File: src/rtl/a2d_spi_resp.sv
// a2d_spi_resp: SPI responder standing in for the 8-channel, 12-bit A2D
// converter. The first 16-bit frame carries the channel command on MOSI. The
// second 16-bit frame returns {4'b0000, sample} on MISO.
// All SPI pins are oversampled in the clk domain. Nothing is clocked by SCLK.
// Build option: define A2D_RESP_INV_EN to return the inverted sample, which
// matches the digital core's A2D interface. Leave it undefined for true
// polarity.
module a2d_spi_resp #(
  parameter int SYNC_STAGES = 2
) (
  input  logic        clk,
  input  logic        rst_n,
  input  logic        SCLK,
  input  logic        a2d_SS_n,
  input  logic        MOSI,
  output logic        MISO,
  input  logic [95:0] ch_data,
  output logic [2:0]  chnnl_out,
  output logic        cmd_vld,
  output logic        cnv_done,
  output logic        frm_err,
  output logic        busy
);

  typedef enum logic [1:0] {IDLE, CMD, DATA, DONE} state_t;

  state_t state;

  // SCLK and SS_n carry one extra flop so that an edge is detected between
  // the last synchronizer stage and its delayed copy. MOSI is tapped at the
  // stage that lines up with the SCLK rise detection.
  logic [SYNC_STAGES:0]   sclk_sync;
  logic [SYNC_STAGES:0]   ss_sync;
  logic [SYNC_STAGES-1:0] mosi_sync;

  logic        sclk_rise, sclk_fall, ss_rise, ss_fall, mosi_bit;
  logic [15:0] rx_reg, rx_next, tx_reg, payload;
  logic [4:0]  bit_cnt;
  logic [2:0]  ch_next;
  logic [11:0] sample;
  logic        unused_rx_msb;

  // Synchronizers. The idle levels are SCLK high and SS_n high, so leaving
  // reset produces no false edge.
  always_ff @(posedge clk or negedge rst_n) begin
    if (!rst_n) begin
      sclk_sync <= '1;
      ss_sync   <= '1;
      mosi_sync <= '0;
    end else begin
      sclk_sync <= {sclk_sync[SYNC_STAGES-1:0], SCLK};
      ss_sync   <= {ss_sync[SYNC_STAGES-1:0], a2d_SS_n};
      mosi_sync <= {mosi_sync[SYNC_STAGES-2:0], MOSI};
    end
  end

  assign sclk_rise = sclk_sync[SYNC_STAGES-1] & ~sclk_sync[SYNC_STAGES];
  assign sclk_fall = ~sclk_sync[SYNC_STAGES-1] & sclk_sync[SYNC_STAGES];
  assign ss_rise   = ss_sync[SYNC_STAGES-1] & ~ss_sync[SYNC_STAGES];
  assign ss_fall   = ~ss_sync[SYNC_STAGES-1] & ss_sync[SYNC_STAGES];
  assign mosi_bit  = mosi_sync[SYNC_STAGES-1];

  // Next receive shift value. The channel field is decoded from it, so the
  // 16th command bit is already included when the decode is taken.
  always_comb begin
    rx_next = {rx_reg[14:0], mosi_bit};
    ch_next = rx_next[13:11];
    sample  = ch_data[12*ch_next +: 12];
`ifdef A2D_RESP_INV_EN
    payload = {4'b0000, ~sample};
`else
    payload = {4'b0000, sample};
`endif
  end

  // The oldest command bit shifts out without being examined.
  assign unused_rx_msb = rx_reg[15];

  assign busy = (state != IDLE);

  // Frame sequencer. An SS_n event takes priority over an SCLK edge seen in
  // the same cycle. MOSI is sampled on the SCLK rise and MISO updates on the
  // SCLK fall.
  always_ff @(posedge clk or negedge rst_n) begin
    if (!rst_n) begin
      state     <= IDLE;
      rx_reg    <= '0;
      tx_reg    <= 16'hFFFF;
      bit_cnt   <= '0;
      MISO      <= 1'b1;
      chnnl_out <= '0;
      cmd_vld   <= 1'b0;
      cnv_done  <= 1'b0;
      frm_err   <= 1'b0;
    end else begin
      cmd_vld  <= 1'b0;
      cnv_done <= 1'b0;
      frm_err  <= 1'b0;
      if (state == IDLE) begin
        MISO    <= 1'b1;
        tx_reg  <= 16'hFFFF;
        bit_cnt <= '0;
        if (ss_fall) state <= CMD;
      end else if (ss_rise) begin
        // A rise before DONE is a truncated transaction. In that case
        // chnnl_out keeps whatever value it last decoded.
        if (state == DONE) cnv_done <= 1'b1;
        else               frm_err  <= 1'b1;
        state   <= IDLE;
        MISO    <= 1'b1;
        tx_reg  <= 16'hFFFF;
        bit_cnt <= '0;
      end else begin
        case (state)
          CMD: begin
            if (sclk_fall) begin
              MISO   <= tx_reg[15];
              tx_reg <= {tx_reg[14:0], 1'b1};
            end
            if (sclk_rise) begin
              rx_reg <= rx_next;
              if (bit_cnt == 5'd15) begin
                chnnl_out <= ch_next;
                cmd_vld   <= 1'b1;
                tx_reg    <= payload;
                bit_cnt   <= '0;
                state     <= DATA;
              end else begin
                bit_cnt <= bit_cnt + 5'd1;
              end
            end
          end
          DATA: begin
            if (sclk_fall) begin
              MISO   <= tx_reg[15];
              tx_reg <= {tx_reg[14:0], 1'b1};
            end
            if (sclk_rise) begin
              rx_reg  <= rx_next;
              bit_cnt <= bit_cnt + 5'd1;
              if (bit_cnt == 5'd15) state <= DONE;
            end
          end
          DONE: begin
            if (sclk_fall) MISO <= 1'b1;
          end
          default: state <= IDLE;
        endcase
      end
    end
  end

endmodule
File: config.mk
export PLATFORM = sky130hd
export DESIGN_NAME = a2d_spi_resp
export DESIGN_NICKNAME = d
export VERILOG_FILES = /design/src/rtl/a2d_spi_resp.sv
export SDC_FILE = /design/constraint.sdc
export NUM_CORES = 1
export LEC_CHECK = 0
export CAP_MARGIN = 0
export CORE_UTILIZATION = 30
export CTS_CLUSTER_SIZE = 16
export DETAILED_ROUTE_END_ITERATION = 7
export GPL_TIMING_DRIVEN = 0
export SYNTH_ARGS = -nofsm -noshare
export SYNTH_HDL_FRONTEND = slang
export SYNTH_SLANG_ARGS = --single-unit
File: constraint.sdc
create_clock -name clk -period 2.15 [get_ports clk]
set_input_delay 0.43 -clock clk [delete_from_list [all_inputs] [get_ports clk]]
set_output_delay 0.43 -clock clk [all_outputs]
set_load 0.03 [all_outputs]
[Word level (Yosys, flattened, before mapping)]
Index checks and enable logic that the tools add are counted.
W data, S select, Z words.
Cells by class
  add/sub/neg operators: 1
  $mul: 1
  equality and inequality tests: 12
  shift-type cells: 1
  muxes and demuxes: 36
  bitwise gates (word level): 10
  reductions and logical operators: 10
Operators with widths (count)
  $shiftx A96 B8 Y12: 1
  $mux W16: 5
  $pmux W16 S2: 1
  $mux W5: 5
  $ne A4 B4 Y1 const B: 5
  $mux W1: 15
  $mux W2: 7
  $pmux W5 S2: 1
  $reduce_bool A4 Y1: 2
  $not A1 Y1: 6
  $pmux W2 S3: 1
  $reduce_and A3 Y1: 2
  $reduce_and A6 Y1: 1
  $add A5 B1 Y5 const B: 1
  $eq A5 B4 Y1 const B: 1
  $mul A2 B3 Y5 const A: 1
  $reduce_and A5 Y1: 1
  $and A1 B1 Y1: 4
  $eq A2 B2 Y1 const B: 2
  $ne A4 B1 Y1 const B: 1
  $reduce_and A4 Y1: 1
  $ne A3 B3 Y1 const B: 1
  $eq A2 B1 Y1 const B: 1
  $logic_not A2 Y1: 1
  4 further kinds: 4
Word-level totals
  bits in registers: 51
  output and inout bits: 8

[Depth between registers and ports, before layout]
  depth after elaboration: 8
  depth in mapped cells: 7

[Least setup slack after synthesis]
No wires, ideal clock.
  kind: reg2reg
  start: register state[0]
  end: register chnnl_out[0]
  setup time: 0.125 ns
  arrival: 1.844 ns
  slack: 0.181 ns
  cell stages (with the launch flop): 8
  cells stage by stage: dfrtp_1 inv_1 ha_1 buf_2 inv_1 nand2_1 nor3_2 mux2_2
On the way
  longest elaborated chain between the ends: 3
Ends and longest elaborated chain
  from (decl): line 27  | state_t state;
  from (signal assigned): line 86  | state <= IDLE;
  from (signal assigned): line 103  | if (ss_fall) state <= CMD;
  from (signal assigned): line 109  | state <= IDLE;
  $logic_not A2 Y1: line 99  | if (state == IDLE) begin
  $not A1 Y1 (no source line)
  $reduce_and A5 Y1 (no source line) (*)
  to (signal assigned): line 123  | chnnl_out <= ch_next;
  to (decl): line 18  | output logic [2:0] chnnl_out,
Mark *: on every way between the ends. The rest lies on a longest branch, timed or not.
A chain may end at the register's enable or synchronous reset.

[Worst setup path after layout]
  start: register state[0]
  end: register rx_reg[4]
On the way
  longest elaborated chain between the ends: 3
Ends and longest elaborated chain
  $eq A2 B2 Y1, or another cell as far along: line 114  | case (state)
  $reduce_or A2 Y1 (no source line) / $not A1 Y1 (equally long branches)
  $reduce_and A4 Y1 (no source line) (*)
  to (signal assigned): line 121  | rx_reg <= rx_next;
  to (signal assigned): line 139  | rx_reg <= rx_next;
  to (decl): line 37  | logic [15:0] rx_reg, rx_next, tx_reg, payload;
Marked as above.

==> impl_results.md <==
* Outcome: finished clean
* Worst setup margin at 0.150 ns
* Largest net degree at the start of global routing at 32
* CORE AREA at 0.00942 sq mm
* Top post-synthesis cells by area: dfrtp_1 24%, dfstp_2 20%, mux4_2 14%
* Worst path max stage delay at 0.42 ns
* Clk buf depth at 2
* Finish-stage setup viols at 0
* # IOs at 109
* Buf/Inv on CP at 2
* Highest-delay cell along the critical path: dfrtp_1
* Final hold viol count at 0
* R2r startpoint: state[0]
* Initial antenna violation count at 0
* Slew @ Worst Pin at 0.532 ns
* DIE HEIGHT at 101 um
* Multi-input logic area at 0.00155 sq mm
* Commonest cells in the netlist: 28 x dfrtp_1, 23 x dfstp_2, 19 x mux4_2
* Clock Skews at 0.0187 ns
* Residual DRC at 0
* GR Util All Layers at 0.170
* Final setup TNS at 0 ns
* DIE AREA at 0.0103 sq mm
* Worst-path fanout max at 10
* Seq cells post-synth at 51
* RSZ-0062 raised after global routing: false
* Post-Synthesis Cell Area at 0.00296 sq mm
* Asr flop ratio synth at 1.00
* Drt wl/cell at 17.5 um
* Clk sink count at 51
* WP data arrival at 2.20 ns
* Hold Crit Class: in2async
* Post-place setup slack at 0.0468 ns
* Routability Congestion at 0.850
* Area Overhead vs Synth at 45.9%
* Fmax at 0.500 GHz
* Mean Syn Cell Area at 13.8 sq um
* Critical R2R Capture: rx_reg[4]
* Worst Setup Start Kind: flop
* Syn Nets at 323
* # rows at 35
* Buffers on Ports at 108
* Largest register FFs at 16
* Yosys warns at 0
* Nets at 439
* Vias at 2286
* # H-tree levels at 2
* Drt initial violations at 87
* Total grt overflow at 0
* Maxcap violations at 0
* TritonCTS buffer count at 5
* Crit Path Category: reg2reg
* Cell Count, Final, Fillers Out at 461
* First-pass GRT wire length at 13100 um
* DP HPWL at 6570 um
* Final core utilization at 0.459
* Register area at 0.00131 sq mm
* WP data required at 2.35 ns
* Final period util at 0.930
* Yosys top cell by area: dfrtp_1
* Clk_lat worst skew at 0.31 ns
* Power per Cell Area at 628 mW/mm^2
* Initial Utilization at 0.315
* Worst Setup End Kind: flop
* Total Power at 2.72 mW
* Max-Slew Margin vs Limit at 0.645
* Post-CTS setup repair buffer count at 0
* Leakage at 1.65 nW
* Seq/Total Area, Yosys at 0.440
* Placed insts at 453
* Family with the most delay on the worst path: flip-flops
* Post-synth cell types at 49
* EDFF count, synth at 0
* Mapped Cells at 215
* Most common cell in the netlist: dfrtp_1
* Via/cell ratio at 4.96
* First-pass DRT Iterations at 4
* Register-to-Register Path Depth at 6
* Number of fillers in the final layout at 862
* Internal reg-to-reg setup slack at 0.15 ns
* Minimum clock period at 2.00 ns
* Worst VDD drop at 0.000512 V
* CP Cell Sequence: inv_1 > ha_1 > nor2b_1 > nand3_1 > clkbuf_4 > mux2_2
* Slew Limit Fails at 0
* Antenna Violating Nets Remaining at 0
* Primary FF master, synth: dfrtp_1
* Antenna cells at 0
* CTS tree: done
* Worst-path clk slew at 0.10 ns
* Clock root buffer: clkbuf_8
* Vias in the first global route at 2391
* Routed WL at 8050 um
* DIE WIDTH at 101 um
* Layout cells sized above 1 at 0.289
* Top cell type's share of synthesized area at 0.236
-- cell families (layout without fill, tap and decap cells) --
| logic type | after synthesis | after routing | synth area share |
|---|---|---|---|
| AO/OA/AOI/OAI | 35 | 35 | 0.104 |
| XOR/XNOR | 1 | 1 | 0.00296 |
| adder cells (fa/ha/maj) | 7 | 7 | 0.0296 |
| buffers and inverters | 18 | 135 | 0.0380 |
| flip-flops | 51 | 51 | 0.440 |
| multiplexers | 53 | 53 | 0.293 |
| AND/OR/NAND/NOR | 50 | 50 | 0.0912 |
-- stage by stage --
stage	instance area, sq um	hold slack [ns]
after floorplan	2960	0.134
after global placement	4210	0.340
after detailed placement	4220	0.347
after CTS	4320	0.0775
after global routing	4320	0.112
final	4320	0.0792
-- how the worst max path moves through the flow --
stage | start | end | slack [ns] | cells past startpoint
2_1_floorplan | state[0] | chnnl_out[0] | 0.18 | 7
3_3_place_gp | rst_n | chnnl_out[2] | -0.84 | 1
3_5_place_dp | state[0] | chnnl_out[0] | 0.05 | 7
4_1_cts | state[0] | busy | 0.01 | 5
5_1_grt | state[0] | rx_reg[8] | 0.004 | 6
6_report | state[0] | rx_reg[4] | 0.15 | 6
-- placed cells by master, fill, tap and decap left out, types with 4 or more instances in the layout --
master and n:
nor2_1 5, mux2_2 16, mux4_2 19, mux2i_1 13, dfstp_2 23, o221a_2 11, nand2_1 17, nor3_1 4
mux4_1 5, ha_1 7, buf_2 8, clkbuf_8 6, clkdlybuf4s50_1 106, a221o_1 4, dfrtp_1 28, o21ai_0 4
inv_1 5
-- metal layers --
| metal | vias to the layer above | track usage | part of all wire |
|---|---|---|---|
| met4 | 0 | 0.0435 | 0.015 |
| li1 | 1074 | - | - |
| met5 | - | 0 | 0 |
| met3 | 11 | 0.0276 | 0.034 |
| met1 | 1151 | 0.236 | 0.45 |
| met2 | 50 | 0.277 | 0.50 |
-- power breakdown --
part / total, mW / switching [mW] / internal, mW
Clock: 0.580 / 0.313 / 0.267
Combinational: 0.960 / 0.484 / 0.476
Sequential: 1.18 / 0.0787 / 1.10
Total: 2.72 / 0.876 / 1.84
-- area by class of cell --
| cell class | instances | area share |
|---|---|---|
| inverters | 5 | 0.00434 |
| well taps | 129 | 0.0373 |
| flip-flops and latches | 51 | 0.302 |
| repair buffers | 109 | 0.252 |
| plain buffers | 13 | 0.0223 |
| clock buffers | 7 | 0.0200 |
| clock inverters | 1 | 0.00203 |
| multi-input cells | 146 | 0.360 |
-- what timing repair did --
action,CTS,global route
hold buffers,0,0
pin swaps,0,1
setup endpoints to repair,1,15
resized for setup,2,4
No activity file was read; power rests on OpenSTA's default activity.
